**config.mk**
```make
export PLATFORM = sky130hd
export DESIGN_NAME = noise_gate
export DESIGN_NICKNAME = d
export VERILOG_FILES = /design/src/rtl/noise_gate.sv
export SDC_FILE = /design/constraint.sdc
export NUM_CORES = 1
export LEC_CHECK = 0
export CAP_MARGIN = 20
export CORE_UTILIZATION = 35
export CTS_CLUSTER_SIZE = 28
export DETAILED_ROUTE_END_ITERATION = 6
export DONT_BUFFER_PORTS = 1
export PLACE_DENSITY_LB_ADDON = 0.3
export SETUP_SLACK_MARGIN = 0.1
export SYNTH_ARGS = -nofsm -noshare
export SYNTH_HDL_FRONTEND = slang
export SYNTH_SLANG_ARGS = --single-unit
export TNS_END_PERCENT = 50
```
**constraint.sdc**
```tcl
create_clock -name sample_clock -period 7.37 [get_ports sample_clock]
set_clock_uncertainty 0.05 [all_clocks]
set_input_delay 0.737 -clock sample_clock [delete_from_list [all_inputs] [get_ports sample_clock]]
set_output_delay 0.737 -clock sample_clock [all_outputs]
set_load 0.03 [all_outputs]
```
**src/rtl/noise_gate.sv**
```systemverilog
// Output noise gate: envelope follower with hysteresis FSM and click-free gain ramp.
// Optional feature macro: GATE_BYPASS_EN adds a 'bypass' input that passes samples through.
module noise_gate #(
    parameter int unsigned WIDTH        = 16,
    parameter int unsigned THRESH_OPEN  = 512,
    parameter int unsigned THRESH_CLOSE = 256,
    parameter int unsigned HOLD_SAMPLES = 2048,
    parameter int unsigned ENV_SHIFT    = 4,
    parameter int unsigned ATTACK_STEP  = 8,
    parameter int unsigned RELEASE_STEP = 1
) (
    input  logic                    sample_clock,
    input  logic                    reset,
`ifdef GATE_BYPASS_EN
    input  logic                    bypass,
`endif
    input  logic signed [WIDTH-1:0] input_sample,
    output logic signed [WIDTH-1:0] output_sample,
    output logic                    gate_open,
    output logic [2:0]              gate_state
);

    localparam logic [2:0] CLOSED  = 3'd0;
    localparam logic [2:0] ATTACK  = 3'd1;
    localparam logic [2:0] OPEN    = 3'd2;
    localparam logic [2:0] HOLD    = 3'd3;
    localparam logic [2:0] RELEASE = 3'd4;

    localparam int unsigned HOLD_W = $clog2(HOLD_SAMPLES + 1);
    localparam logic [WIDTH-1:0]  OPEN_LVL  = WIDTH'(THRESH_OPEN);
    localparam logic [WIDTH-1:0]  CLOSE_LVL = WIDTH'(THRESH_CLOSE);
    localparam logic [HOLD_W-1:0] HOLD_LOAD = HOLD_W'(HOLD_SAMPLES - 1);
    localparam logic [9:0]        ATK_STEP  = 10'(ATTACK_STEP);
    localparam logic [8:0]        REL_STEP  = 9'(RELEASE_STEP);
    localparam logic [8:0]        GAIN_FULL = 9'd256;

    logic [WIDTH-1:0]        mag, env_q, env_d, env_dec;
    logic [8:0]              gain_q, gain_d;
    logic [9:0]              gain_up;
    logic [HOLD_W-1:0]       hold_q, hold_d;
    logic [2:0]              state_q, state_d;
    logic signed [WIDTH-1:0] out_q, out_d, gated;
    logic signed [WIDTH+9:0] product;
    logic                    open_hit, close_hit;

    // Magnitude saturates the single unrepresentable case (most negative value).
    always_comb begin
        mag = input_sample;
        if (input_sample[WIDTH-1]) begin
            if (input_sample == {1'b1, {(WIDTH-1){1'b0}}}) begin
                mag = {1'b0, {(WIDTH-1){1'b1}}};
            end else begin
                mag = ~input_sample + 1'b1;
            end
        end
    end

    always_comb begin
        env_dec = env_q >> ENV_SHIFT;
        if (env_dec == '0) begin
            env_dec = {{(WIDTH-1){1'b0}}, 1'b1};
        end
        env_d = env_q;
        if (mag > env_q) begin
            env_d = mag;
        end else if (env_q != '0) begin
            env_d = env_q - env_dec;
        end
    end

    assign open_hit  = (env_q >= OPEN_LVL);
    assign close_hit = (env_q < CLOSE_LVL);
    assign gain_up   = {1'b0, gain_q} + ATK_STEP;

    always_comb begin
        state_d = state_q;
        gain_d  = gain_q;
        hold_d  = hold_q;
        case (state_q)
            CLOSED: begin
                gain_d = '0;
                if (open_hit) state_d = ATTACK;
            end
            ATTACK: begin
                gain_d = (gain_up >= {1'b0, GAIN_FULL}) ? GAIN_FULL : gain_up[8:0];
                if (gain_d == GAIN_FULL) state_d = OPEN;
            end
            OPEN: begin
                gain_d = GAIN_FULL;
                if (close_hit) begin
                    state_d = HOLD;
                    hold_d  = HOLD_LOAD;
                end
            end
            HOLD: begin
                gain_d = GAIN_FULL;
                if (open_hit) begin
                    state_d = OPEN;
                end else if (hold_q == '0) begin
                    state_d = RELEASE;
                end else begin
                    hold_d = hold_q - 1'b1;
                end
            end
            RELEASE: begin
                gain_d = (gain_q > REL_STEP) ? gain_q - REL_STEP : '0;
                // Retrigger keeps the current gain so the re-attack ramps without a jump.
                if (open_hit) begin
                    state_d = ATTACK;
                end else if (gain_d == '0) begin
                    state_d = CLOSED;
                end
            end
            default: begin
                state_d = CLOSED;
                gain_d  = '0;
            end
        endcase
    end

    assign product = input_sample * $signed({1'b0, gain_q});
    assign gated   = WIDTH'(product >>> 8);

`ifdef GATE_BYPASS_EN
    assign out_d = bypass ? input_sample : gated;
`else
    assign out_d = gated;
`endif

    always_ff @(posedge sample_clock or posedge reset) begin
        if (reset) begin
            env_q   <= '0;
            gain_q  <= '0;
            hold_q  <= '0;
            state_q <= CLOSED;
            out_q   <= '0;
        end else begin
            env_q   <= env_d;
            gain_q  <= gain_d;
            hold_q  <= hold_d;
            state_q <= state_d;
            out_q   <= out_d;
        end
    end

    assign output_sample = out_q;
    assign gate_state    = state_q;
    assign gate_open     = (state_q != CLOSED);

endmodule

```
# Word level (Yosys, flattened, before mapping)
# Index checks and enable logic that the tools add are counted.
[word_totals]
output_inout_bits = 20
regBits = 56
input_bits = 18
wordCells = 61
[op_classes]
n_reduce_logical = 11
bitwise = 1
n_eq_ne = 13
magnitude_cmp = 5
mux = 20
n_mul = 1
n_addsub = 5
[op_table]
columns = ["operator", "count"]
rows = [
  ["2-to-1 mux 16 bit", 4],
  ["2-to-1 mux 12 bit", 4],
  ["case mux 9 bit (3 select lines)", 1],
  ["multiplier 16 x 10 -> 24 bit", 1],
  ["case mux 12 bit (2 select lines)", 1],
  ["2-to-1 mux 3 bit", 7],
  ["2-to-1 mux 9 bit", 2],
  ["adder 16 x 1 -> 16 bit, second input constant", 1],
  ["== test 16 bit, second input constant", 1],
  ["greater-or-equal comparator 16 x 10 -> 1 bit, second input constant", 1],
  ["greater-than comparator 16 bit", 1],
  ["zero test 16 bit", 1],
  ["< comparator 16 x 9 -> 1 bit, second input constant", 1],
  ["inverter 16 bit", 1],
  ["nonzero test 16 bit", 1],
  ["subtractor 16 bit", 1],
  ["case mux 3 bit (5 select lines)", 1],
  ["zero test 12 bit", 1],
  ["subtractor 12 x 1 -> 12 bit, second input constant", 1],
  ["adder 9 x 4 -> 10 bit, second input constant", 1],
  ["greater-or-equal comparator 10 x 9 -> 1 bit, second input constant", 1],
  ["!= test 2 bit, second input constant", 5],
  ["== test 9 bit, second input constant", 1],
  ["greater-than comparator 9 x 1 -> 1 bit, second input constant", 1],
  ["other kinds (12)", 15],
]

# Logic depth before layout (Yosys ltp)
[depth]
depth_word = 6
depth_mapped = 21
depth_no_buf = 19

# Least setup slack after synthesis
# OpenSTA, ideal clock, no wires.
[synth_path]
path_kind = "input-to-reg"
startpoint = "input input_sample[5]"
endpoint = "register out_q[15], in the netlist output_sample[15]"
path_stages = 18
path_buffers = 1
setup_time_ns = 0.125
path_slack_ns = 1.649
t_arrival_ns = 5.545
t_required_ns = 7.195
path_cell_list = "clkbuf_1 > nand2_1 > fa_1 > inv_1 > fa_1 > fa_1 > fa_1 > inv_1 > fa_1 > inv_1 > ha_1 > a21o_1 > a21oi_1 > o21ai_0 > a221oi_2 > a41oi_1 > a31o_2 > xnor2_1"
[synth_between]
elab_chain_len = 1
[synth_lines]
columns = ["item", "line", "text"]
rows = [
  ["start, declared", "17", "input logic signed [WIDTH-1:0] input_sample,"],
  ["multiplier 16 x 10 -> 24 bit", "121", "assign product = input_sample * $signed({1'b0, gain_q});"],
  ["net product[23]", "43", "logic signed [WIDTH+9:0] product;"],
  ["end signal, assigned", "142", "out_q <= out_d;"],
  ["end, declared", "42", "logic signed [WIDTH-1:0] out_q, out_d, gated;"],
]
# The timed path passes the listed nets, and every way through them passes these cells.
# A chain may end at the register's enable or synchronous reset.

# Worst setup path in the final report
[layout_path]
startpoint = "register gain_q[6]"
endpoint = "register out_q[12], in the netlist output_sample[12]"
[layout_between]
elab_chain_len = 1
[layout_lines]
columns = ["item", "line", "text"]
rows = [
  ["start, declared", "38", "logic [8:0] gain_q, gain_d;"],
  ["start signal, assigned", "139", "gain_q <= gain_d;"],
  ["multiplier 16 x 10 -> 24 bit", "121", ""],
  ["net product[20]", "43", ""],
]
# The timed path passes the listed nets, and every way through them passes these cells.

==> results.toml <==
[outcome]
status = "complete, no violations"

[routing]
drc = 0
first_pass_iters = 5
detail_route.wl_per_cell_um = 15.6
ant_nets = 0
vias_per_cell = 5.00
initialDrtViolationCount = 313
wirelength_um = 19800
vias = 6351

[synth]
syn_area_per_cell_um2 = 8.80
synth_compound_area_share_pct = 10.4
yosys.area.top_type_share_pct = 26.6
synthTopCellsByArea = "fa_1, dfrtp_1, ha_1"
synthCells = 982
synthAdderAreaFrac_pct = 38.8
synth_flop_cell = "dfrtp_1"
synth.mux.area_fraction_pct = 0.116
ys_seq_area_share_pct = 16.2
synth-edff-count = 0
yosys.area.top_type = "fa_1"
synthXorXnorAreaFrac_pct = 5.77
synth.distinct_cells = 62
synth_top_family_by_area = "adder cells"
synth_seq_cells = 56
ys_warn_count = 0
synth_nets = 1199
syn_area_um2 = 8650
async_reset_ff_share_pct = 100
synth-simple-area-share_pct = 19.6

[sta]
hold_viol = 0
fin_tns_setup_ps = 0
drv_slew = 0
setup_ws_ps = 1190
slew_headroom_pct = 26.6
finalCritPeriodShare_pct = 83.9
min_period_ps = 6180
tightest_slew_ps = 1100
rsz0062_at_grt = "no"
setup_violations = 0
max_freq_mhz = 162

[min_path]
min_path_type = "reg2reg"

[cts]
cts_tree = "done"
htreeDepth = 2
cts_hold_buf = 0
post-cts-setup-buffers = 0
cts_resized = 0
cts_buffers = 5
cts_sinks = 56
cts_root_buf = "clkbuf_16"
clk_latency_ps = 310
cts_buffer_depth = 2
clk_pin_slew_ps = 80

[floorplanning]
row_count = 57
fp.dieW_um = 159
die_h_um = 159
initial_core_util_pct = 35.7
core-area_um2 = 24200
ios = 38
fp.dieArea_um2 = 25300

[final_layout]
multi_input_area_um2 = 6460
finalInstanceArea_um2 = 9040
nFillCells = 2494
drive_above_1_share_pct = 3.60
diodes = 0
area_delta_synth_final_pct = 4.62
register_area_um2 = 1400
nNetsFinal = 1161

[pwr]
leakage_nw = 4.53
ir_drop_uv = 147
power_density_nw_per_um2 = 198

[global_routing]
grt_max_degree = 57
track_usage_pct = 17.1
antenna_found_initial = 0
globalRouteMet3Util_pct = 2.40
first_global_vias = 6890
use_met1_pct = 22.8
use_met2_pct = 29.5
busiest_layer = "met2"
grt_pass1_wl_um = 35100
gr-total-overflow = 0

[worst_setup_path]
path_max_fanout = 22
worstSetupStartpointType = "flip-flop"
end_kind = "flip-flop"
crit_type = "reg2reg"
cp.required_ps = 7520
cp_data_arrival_time_ps = 6330

[flow_run]
drv_cap = 0

[place]
io_buffers = 0
place.gp.congestion = 0.886
preCtsSetupSlack_ps = 1140
dpl_cell_area_um2 = 8890
dp_hpwl_um = 15700
cells in the final DEF, fill, tap and decap left out, drive strengths merged, types with 2 or more instances in the layout:
cell type	Yosys	final
nand3	11	11
or4	10	10
a31oi	8	8
dfrtp	56	56
nand2	131	131
o21a	9	9
a31o	3	3
xor2	22	22
nor2	38	38
a22o	2	2
fa	115	115
a21o	9	9
a21oi	33	33
nand4	5	5
nor4b	6	6
nor2b	2	2
clkbuf	40	5
or3	5	5
or2	3	3
xnor2	35	35
inv	161	163
a41oi	3	3
nor4	6	6
o2111ai	2	2
ha	84	84
a221oi	4	4
and3	9	9
nand2b	11	11
and2	69	69
buf	8	3
o31ai	12	12
nor3	14	14
o21ai	32	32
o41ai	4	4
a211oi	5	5
cells by family after synthesis:
group | Yosys count
buffers and inverters | 209
and+or+nand+nor | 324
xor gates and xnor gates | 57
DFF | 56
muxes | 1
AOI/OAI and AO/OA | 136
adders and majority gates | 199
critical path, cell delays in order (launching register included):
cell and delay, ps:
dfrtp_1 840, nand2_1 170, fa_1 580, inv_1 50
fa_1 470, fa_1 540, fa_1 540, inv_1 50
fa_1 530, inv_1 50, ha_1 360, a21o_1 190
a21oi_1 150, o21ai_0 150, a221oi_2 580, nand2_1 260
a221o_1 360, xor2_1 140
path summary, 6_finish.rpt:
check	startpoint	to	slack, ps	depth (start not counted)
setup / recovery	gain_q[6]$_DFF_PP0_	output_sample[12]$_DFF_PP0_	1190	17
hold / removal	hold_q[0]$_DFFE_PP0P_	hold_q[0]$_DFFE_PP0P_	450	1
hold reg to reg	hold_q[0]$_DFFE_PP0P_	hold_q[0]$_DFFE_PP0P_	450	1
max in group asynchronous	reset	output_sample[3]$_DFF_PP0_	6290	2
min in group asynchronous	reset	hold_q[10]$_DFFE_PP0P_	480	2
setup reg to reg	gain_q[6]$_DFF_PP0_	output_sample[12]$_DFF_PP0_	1190	17
area by class of cell:
cell class                 count  share of cell area (%)
clock inverter                 3                   0.277
timing repair buffer           3                   0.249
inverter                     161                    6.68
multi-input combinational    717                    71.4
tap                          324                    4.48
sequential                    56                    15.5
clock buffer                   5                    1.38
registers in the layout, indices dropped and copies added (netlist names):
name	flops
hold_q	12
env_q	16
output_sample	16
gain_q	9
gate_state	3
cells in the mapped netlist (4+ instances only):
cell      instances
inv_1           160
xnor2_1          35
or3_1             5
dfrtp_1          56
a211oi_1          5
xor2_1           22
nor3_1           12
nor2_1           38
nand2b_1         11
o21ai_0          31
a21o_1            9
nand3_1           9
o41ai_1           4
a31oi_1           8
o31ai_1          12
nor4b_1           5
buf_1             4
nand4_1           5
and3_1            9
or4_1             7
o21a_1            9
and2_1           69
nor4_1            5
clkbuf_1         40
fa_1            115
ha_1             84
nand2_1         131
a21oi_1          33
layer usage:
layer,part of all wire [%],up-vias
met4,1.6,0
met2,50,117
met3,3.8,24
met1,45,3135
met5,0,-
li1,-,3075
metrics by stage:
stage / hold WS [ps] / std cells / power (mW) / utilization, %
finish: 451 / 1269 / 1.79 / 37.3
global route: 480 / 1269 / 1.97 / 37.3
CTS: 453 / 1269 / 1.80 / 37.3
detailed placement: 442 / 1261 / 1.53 / 36.7
global placement: 438 / 1261 / 1.52 / 36.7
floorplan: 413 / 982 / 1.33 / -
report_power, final:
group / total (mW) / leakage (nW) / internal [mW] / switching (mW)
logic: 1.01 / 3.77 / 0.455 / 0.560
clock network: 0.257 / 0.0708 / 0.129 / 0.128
registers: 0.516 / 0.693 / 0.397 / 0.119
(Power assumes the default switching activity.)
